[config.mk]
export PLATFORM = sky130hd
export DESIGN_NAME = kbd_scan_ctrl
export DESIGN_NICKNAME = d
export VERILOG_FILES = /design/src/rtl/kbd_scan_ctrl.sv
export SDC_FILE = /design/constraint.sdc
export NUM_CORES = 1
export LEC_CHECK = 0
export ABC_AREA = 1
export BUFFER_PORTS_ARGS = -buffer_cell sky130_fd_sc_hd__buf_2
export CORE_AREA = 3 3 114 61
export DETAILED_ROUTE_END_ITERATION = 16
export DIE_AREA = 0 0 117 64
export PLACE_DENSITY = 0.81
export SYNTH_ARGS = -nofsm -noshare
export SYNTH_HDL_FRONTEND = slang
export SYNTH_SLANG_ARGS = --single-unit
[constraint.sdc]
create_clock -name clk -period 3.75 [get_ports clk]
set_input_delay 0.1875 -clock clk [delete_from_list [all_inputs] [get_ports clk]]
set_output_delay 0.1875 -clock clk [all_outputs]
set_load 0.01 [all_outputs]
[src/rtl/kbd_scan_ctrl.sv]
// ---------------------------------------------------------------------------
// kbd_scan_ctrl
//
// Turns the raw PS/2 scan byte stream into key events.
//
// Bytes from the PS/2 receiver land in a small FIFO. A decoder pops one byte
// per cycle, strips the E0 (extended) and F0 (break) prefixes, discards
// keyboard housekeeping replies (AA/FA/EE/FE), and emits one event per key
// code. The decoder also tracks the most recently pressed key for a display,
// counts fresh key presses and flags typematic repeats.
//
// Ports
//   clk          system clock, all state on the rising edge
//   clr          asynchronous active-low reset
//   byte_valid   one-cycle strobe, byte_data holds a received scan byte
//   byte_data    received scan byte
//   ev_ready     consumer accepts the pending event this cycle
//   ovf_clr      clears the sticky overflow flag
//   ev_valid     key event pending
//   ev_code      event scan code with prefixes removed
//   ev_ext       event carried an E0 prefix
//   ev_break     event is a key release
//   ev_repeat    make event is a typematic repeat of the held key
//   cur_code     code of the most recently pressed key
//   key_held     cur_code key is still down (display blanks when 0)
//   press_count  count of non-repeat make events, wraps 255 -> 0
//   overflow     sticky, a byte was dropped because the FIFO was full
//
// Event handshake: an event is transferred on every rising edge where
// ev_valid and ev_ready are both 1. While ev_valid=1 and ev_ready=0 the
// event fields are frozen and the decoder pops nothing. ev_ready may be
// asserted without ev_valid; the event register refills in the same cycle
// it is drained, so a steady ev_ready gives one event per cycle.
//
// The byte input has no backpressure: a byte offered while the FIFO is full
// and nothing is being popped is lost and sets overflow.
// ---------------------------------------------------------------------------
module kbd_scan_ctrl #(
   parameter int FIFO_DEPTH = 4
) (
   input  logic       clk,
   input  logic       clr,
   input  logic       byte_valid,
   input  logic [7:0] byte_data,
   input  logic       ev_ready,
   input  logic       ovf_clr,
   output logic       ev_valid,
   output logic [7:0] ev_code,
   output logic       ev_ext,
   output logic       ev_break,
   output logic       ev_repeat,
   output logic [7:0] cur_code,
   output logic       key_held,
   output logic [7:0] press_count,
   output logic       overflow
);

   localparam int AW = $clog2(FIFO_DEPTH);
   localparam logic [AW:0] PTR_ONE = 1;

   localparam logic [7:0] CODE_EXT = 8'hE0;
   localparam logic [7:0] CODE_BRK = 8'hF0;

   typedef enum logic [1:0] {
      IDLE    = 2'd0,
      BRK     = 2'd1,
      EXT     = 2'd2,
      EXT_BRK = 2'd3
   } dec_state_t;

   // ------------------------------------------------------------------------
   // Input FIFO. Pointers carry one extra wrap bit so full and empty can be
   // told apart without a separate counter.
   // ------------------------------------------------------------------------
   logic [7:0]  mem [FIFO_DEPTH];
   logic [AW:0] wr_ptr;
   logic [AW:0] rd_ptr;
   logic        fifo_empty;
   logic        fifo_full;
   logic        pop;
   logic        push;
   logic        drop;
   logic [7:0]  head;

   assign fifo_empty = (wr_ptr == rd_ptr);
   assign fifo_full  = (wr_ptr[AW] != rd_ptr[AW]) &&
                       (wr_ptr[AW-1:0] == rd_ptr[AW-1:0]);
   assign head       = mem[rd_ptr[AW-1:0]];

   // The decoder only moves when the event register can take a new event,
   // so a popped byte never has to wait anywhere.
   assign pop  = !fifo_empty && !(ev_valid && !ev_ready);

   // A full FIFO still accepts a byte when a slot frees in the same cycle.
   assign push = byte_valid && (!fifo_full || pop);
   assign drop = byte_valid && fifo_full && !pop;

   always_ff @(posedge clk) begin
      if (push) begin
         mem[wr_ptr[AW-1:0]] <= byte_data;
      end
   end

   always_ff @(posedge clk or negedge clr) begin
      if (!clr) begin
         wr_ptr <= '0;
         rd_ptr <= '0;
      end else begin
         if (push) begin
            wr_ptr <= wr_ptr + PTR_ONE;
         end
         if (pop) begin
            rd_ptr <= rd_ptr + PTR_ONE;
         end
      end
   end

   // Setting wins over clearing so a drop in the clearing cycle is not lost.
   always_ff @(posedge clk or negedge clr) begin
      if (!clr) begin
         overflow <= 1'b0;
      end else if (drop) begin
         overflow <= 1'b1;
      end else if (ovf_clr) begin
         overflow <= 1'b0;
      end
   end

   // ------------------------------------------------------------------------
   // Prefix decoder state machine
   // ------------------------------------------------------------------------
   dec_state_t state;
   dec_state_t state_nxt;
   logic       gen_ev;
   logic       nxt_ext;
   logic       nxt_brk;

   function automatic logic is_reply(input logic [7:0] b);
      return (b == 8'hAA) || (b == 8'hFA) || (b == 8'hEE) || (b == 8'hFE);
   endfunction

   always_ff @(posedge clk or negedge clr) begin
      if (!clr) begin
         state <= IDLE;
      end else begin
         state <= state_nxt;
      end
   end

   always_comb begin
      state_nxt = state;
      gen_ev    = 1'b0;
      nxt_ext   = (state == EXT) || (state == EXT_BRK);
      nxt_brk   = (state == BRK) || (state == EXT_BRK);
      if (pop) begin
         if (head == CODE_BRK) begin
            // A repeated F0 changes nothing; the break is already noted.
            case (state)
               IDLE:    state_nxt = BRK;
               EXT:     state_nxt = EXT_BRK;
               default: state_nxt = state;
            endcase
         end else if (head == CODE_EXT) begin
            // E0 always restarts a sequence, which resyncs after garbage.
            state_nxt = EXT;
         end else if ((state == IDLE) && is_reply(head)) begin
            state_nxt = IDLE;
         end else begin
            // Inside a prefix sequence every other byte is a key code,
            // including values that look like keyboard replies.
            gen_ev    = 1'b1;
            state_nxt = IDLE;
         end
      end
   end

   // ------------------------------------------------------------------------
   // Key tracking and event register
   // ------------------------------------------------------------------------
   logic cur_ext;
   logic key_match;
   logic is_repeat;

   // Keys are identified by code plus extension bit: E0 75 and 75 are
   // different keys.
   assign key_match = (head == cur_code) && (nxt_ext == cur_ext);
   assign is_repeat = !nxt_brk && key_held && key_match;

   always_ff @(posedge clk or negedge clr) begin
      if (!clr) begin
         ev_valid  <= 1'b0;
         ev_code   <= 8'h00;
         ev_ext    <= 1'b0;
         ev_break  <= 1'b0;
         ev_repeat <= 1'b0;
      end else if (gen_ev) begin
         ev_valid  <= 1'b1;
         ev_code   <= head;
         ev_ext    <= nxt_ext;
         ev_break  <= nxt_brk;
         ev_repeat <= is_repeat;
      end else if (ev_ready) begin
         ev_valid  <= 1'b0;
      end
   end

   // Display tracking follows the pop, not the consumer handshake.
   always_ff @(posedge clk or negedge clr) begin
      if (!clr) begin
         cur_code    <= 8'h00;
         cur_ext     <= 1'b0;
         key_held    <= 1'b0;
         press_count <= 8'h00;
      end else if (gen_ev) begin
         if (!nxt_brk && !is_repeat) begin
            cur_code    <= head;
            cur_ext     <= nxt_ext;
            key_held    <= 1'b1;
            press_count <= press_count + 8'd1;
         end else if (nxt_brk && key_match) begin
            key_held    <= 1'b0;
         end
      end
   end

endmodule

==> results.py <==
metrics = {
    "worst_setup_path": {
        "end_kind": "flop",
        "worst-setup-path-type": "flop to flop",
        "crit_required_ns": 3.96,
        "worstPathMaxFanout": 20,
        "critPathArrivalTime_ns": 3.09,
        "startpoint_type": "flop",
    },
    "cts": {
        "cts_buffers": 9,
        "clock_latency_ns": 0.34,
        "postCtsResizedCells": 0,
        "cts_buffer_depth": 2,
        "clock-sinks": 71,
        "clk_transition_reported_paths_ns": 0.06,
        "htree_levels": 3,
        "cts_root_buf": "clkbuf_16",
        "cts_tree": "built",
    },
    "sta": {
        "finalCritPeriodShare_pct": 76.9,
        "hold_ws_ns": 0.0425,
        "setup_viol": 0,
        "min_period_ns": 2.88,
        "worstMarginPinSlew_ns": 0.938,
        "slew_headroom_pct": 37.2,
        "tns_ns": 0,
        "finClkSkew_ns": 0.00431,
        "finalHoldViolCount": 0,
        "max_freq_mhz": 347,
        "rsz0062_at_grt": "no",
        "slew_violations": 0,
    },
    "global_route": {
        "grt_pass1_vias": 2441,
        "overflow": 0,
        "grt_util_all_layers_pct": 21.7,
        "antenna_found_initial": 0,
        "grt_max_degree": 40,
        "grt_pass1_wl_um": 12200,
    },
    "synthesis": {
        "ys_warn_count": 0,
        "syn_area_per_cell_um2": 9.14,
        "syn-num-nets": 413,
        "ys_seq_area_share_pct": 53.8,
        "ys_ff_latch": 71,
        "ys_types": 32,
        "syn_inst": 394,
        "netlist_area_mm2": 0.00360,
    },
    "routing": {
        "ant_nets": 0,
        "post_drt_wl_per_cell_um": 14.1,
        "drc_errors": 0,
        "drt-initial-drc-count": 222,
        "routed_via_density": 5.26,
        "wl_um": 7300,
        "drt-pass1-iter-count": 4,
        "num_vias": 2712,
    },
    "layout": {
        "stdcell_count": 516,
        "regArea_mm2": 0.00194,
        "design_area_mm2": 0.00409,
        "area_growth_pct": 13.6,
        "multi_input_area_mm2": 0.00137,
        "diodes": 0,
        "fin_util_pct": 68.1,
        "nNetsFinal": 453,
        "drive_above_1_share_pct": 18.5,
        "num-fill-cells": 470,
    },
    "placed_design": {
        "hpwlAfterDp_um": 4990,
        "placed_cells": 499,
        "numPortBuffers": 42,
        "dpl-instance-area_mm2": 0.00378,
        "place_congestion": 0.858,
    },
    "run_status": {
        "status": "completed",
    },
    "power_and_ir_drop": {
        "leakage_nw": 2.01,
        "ir_drop_uv": 417,
        "p_per_area_mw_per_mm2": 929,
    },
    "floorplanning": {
        "die_area_mm2": 0.00749,
        "core-area_mm2": 0.00601,
        "die_w_um": 117,
        "die_y_um": 64,
        "start_util_pct": 60.0,
        "io_pins": 43,
        "rows": 20,
    },
    "min_path": {
        "hold_path_class": "input pin to flop",
    },
    "job": {
        "drv_cap": 0,
    },
}
routing by layer:
layer / up-vias / share of wire (%) / GRT usage [%] / routed length (um)
met5: - / 0 / 0 / 0
met4: 0 / 1.5 / 7.30 / 106
met3: 9 / 5.7 / 7.47 / 419
met2: 64 / 45 / 30.8 / 3320
met1: 1278 / 47 / 31.1 / 3460
li1: 1361 / - / - / -
through the flow:
stage          setup WS, ns  power [mW]
2_1_floorplan          1.90        2.59
3_3_place_gp          0.946        2.94
3_5_place_dp          0.908        2.97
4_1_cts               0.883        3.82
5_1_grt               0.452        4.12
6_report              0.868        3.80
layout make-up:
cell class                      instances  area share, %
Multi-Input combinational cell        267           33.5
Inverter                               41           3.94
Timing Repair Buffer                   44           5.57
Sequential cell                        71           47.3
Clock inverter                          7           1.74
Clock buffer                            9           5.50
Tap cell                               77           2.35
power breakdown:
group	internal, mW	total [mW]	switching [mW]	leakage (nW)
Combinational	0.566	1.66	1.10	1.10
Clock	0.515	0.840	0.325	0.142
Sequential	1.08	1.30	0.212	0.776
cell families after synthesis:
| group | count (synthesis) | share of synthesized area, % |
|---|---|---|
| AND/OR/NAND/NOR | 212 | 26.6 |
| flip-flops | 71 | 53.8 |
| buffers and inverters | 56 | 8.10 |
| AO/OA/AOI/OAI | 37 | 6.53 |
| XOR/XNOR | 12 | 2.92 |
| adder cells (fa/ha/maj) | 6 | 2.08 |
critical path, cell delays in order, from the launching register on:
cell,delay [ns]
dfrtp_1,0.81
inv_8,0.15
nand2_1,0.10
nand3_1,0.12
nand2_1,0.18
inv_1,0.08
nand2_1,0.09
nor2_1,0.05
nand3_1,0.06
nand2_1,0.09
nand2_1,0.07
nand3_1,0.52
o21bai_1,0.35
nand2_1,0.09
placed cells by master, fill, tap and decap left out, types with 6 or more instances in the layout:
cell type / n
buf_2: 42
clkbuf_16: 9
dfrtp_1: 39
edfxtp_1: 32
ha_1: 6
inv_1: 37
nand2_1: 129
nand2_2: 9
nand3_1: 22
nand3_2: 6
nand4_1: 17
nor2_1: 21
o21ai_0: 14
o21bai_1: 17
xor2_1: 9
cells in the mapped netlist (all sizes together):
library cell / n / share of area, %
xor2: 9 / 2.2
o21a: 1 / 0.21
o21bai: 17 / 3.5
nor3: 4 / 0.87
nand4: 17 / 3.0
o22ai: 1 / 0.17
ha: 6 / 2.1
xnor2: 3 / 0.73
inv: 41 / 4.5
o21ai: 14 / 1.9
edfxtp: 32 / 27
nand3: 28 / 4.7
nor2: 23 / 2.5
clkbuf: 2 / 0.24
nor4: 1 / 0.17
nand2: 139 / 15
a21oi: 4 / 0.66
buf: 13 / 3.4
dfrtp: 39 / 27
state kept, by name, summed over array words and instances (netlist names):
name / count
overflow: 1
ev_valid: 1
state: 2
cur_code: 8
key_held: 1
cur_ext: 1
rd_ptr: 3
wr_ptr: 3
ev_ext: 1
ev_code: 8
ev_break: 1
ev_repeat: 1
mem: 32
press_count: 8
final timing paths:
kind | start | end | slack (ns) | depth (start not counted)
worst max-delay path | rd_ptr[0] | press_count[0] | 0.87 | 13
worst max register to register | rd_ptr[0] | press_count[0] | 0.87 | 13
worst min-delay path | ovf_clr | overflow | 0.04 | 2
max in group asynchronous | clr | rd_ptr[0] | 2.70 | 2
min in group asynchronous | clr | press_count[2] | 0.51 | 2
worst min register to register | ev_code[7] | ev_code[7] | 0.48 | 2
timing repair:
item                      in CTS  in global routing
setup buffers                  0                  0
hold buffers                   1                  0
hold endpoints to repair      39                  0
Power figures use the tool's default switching activity.
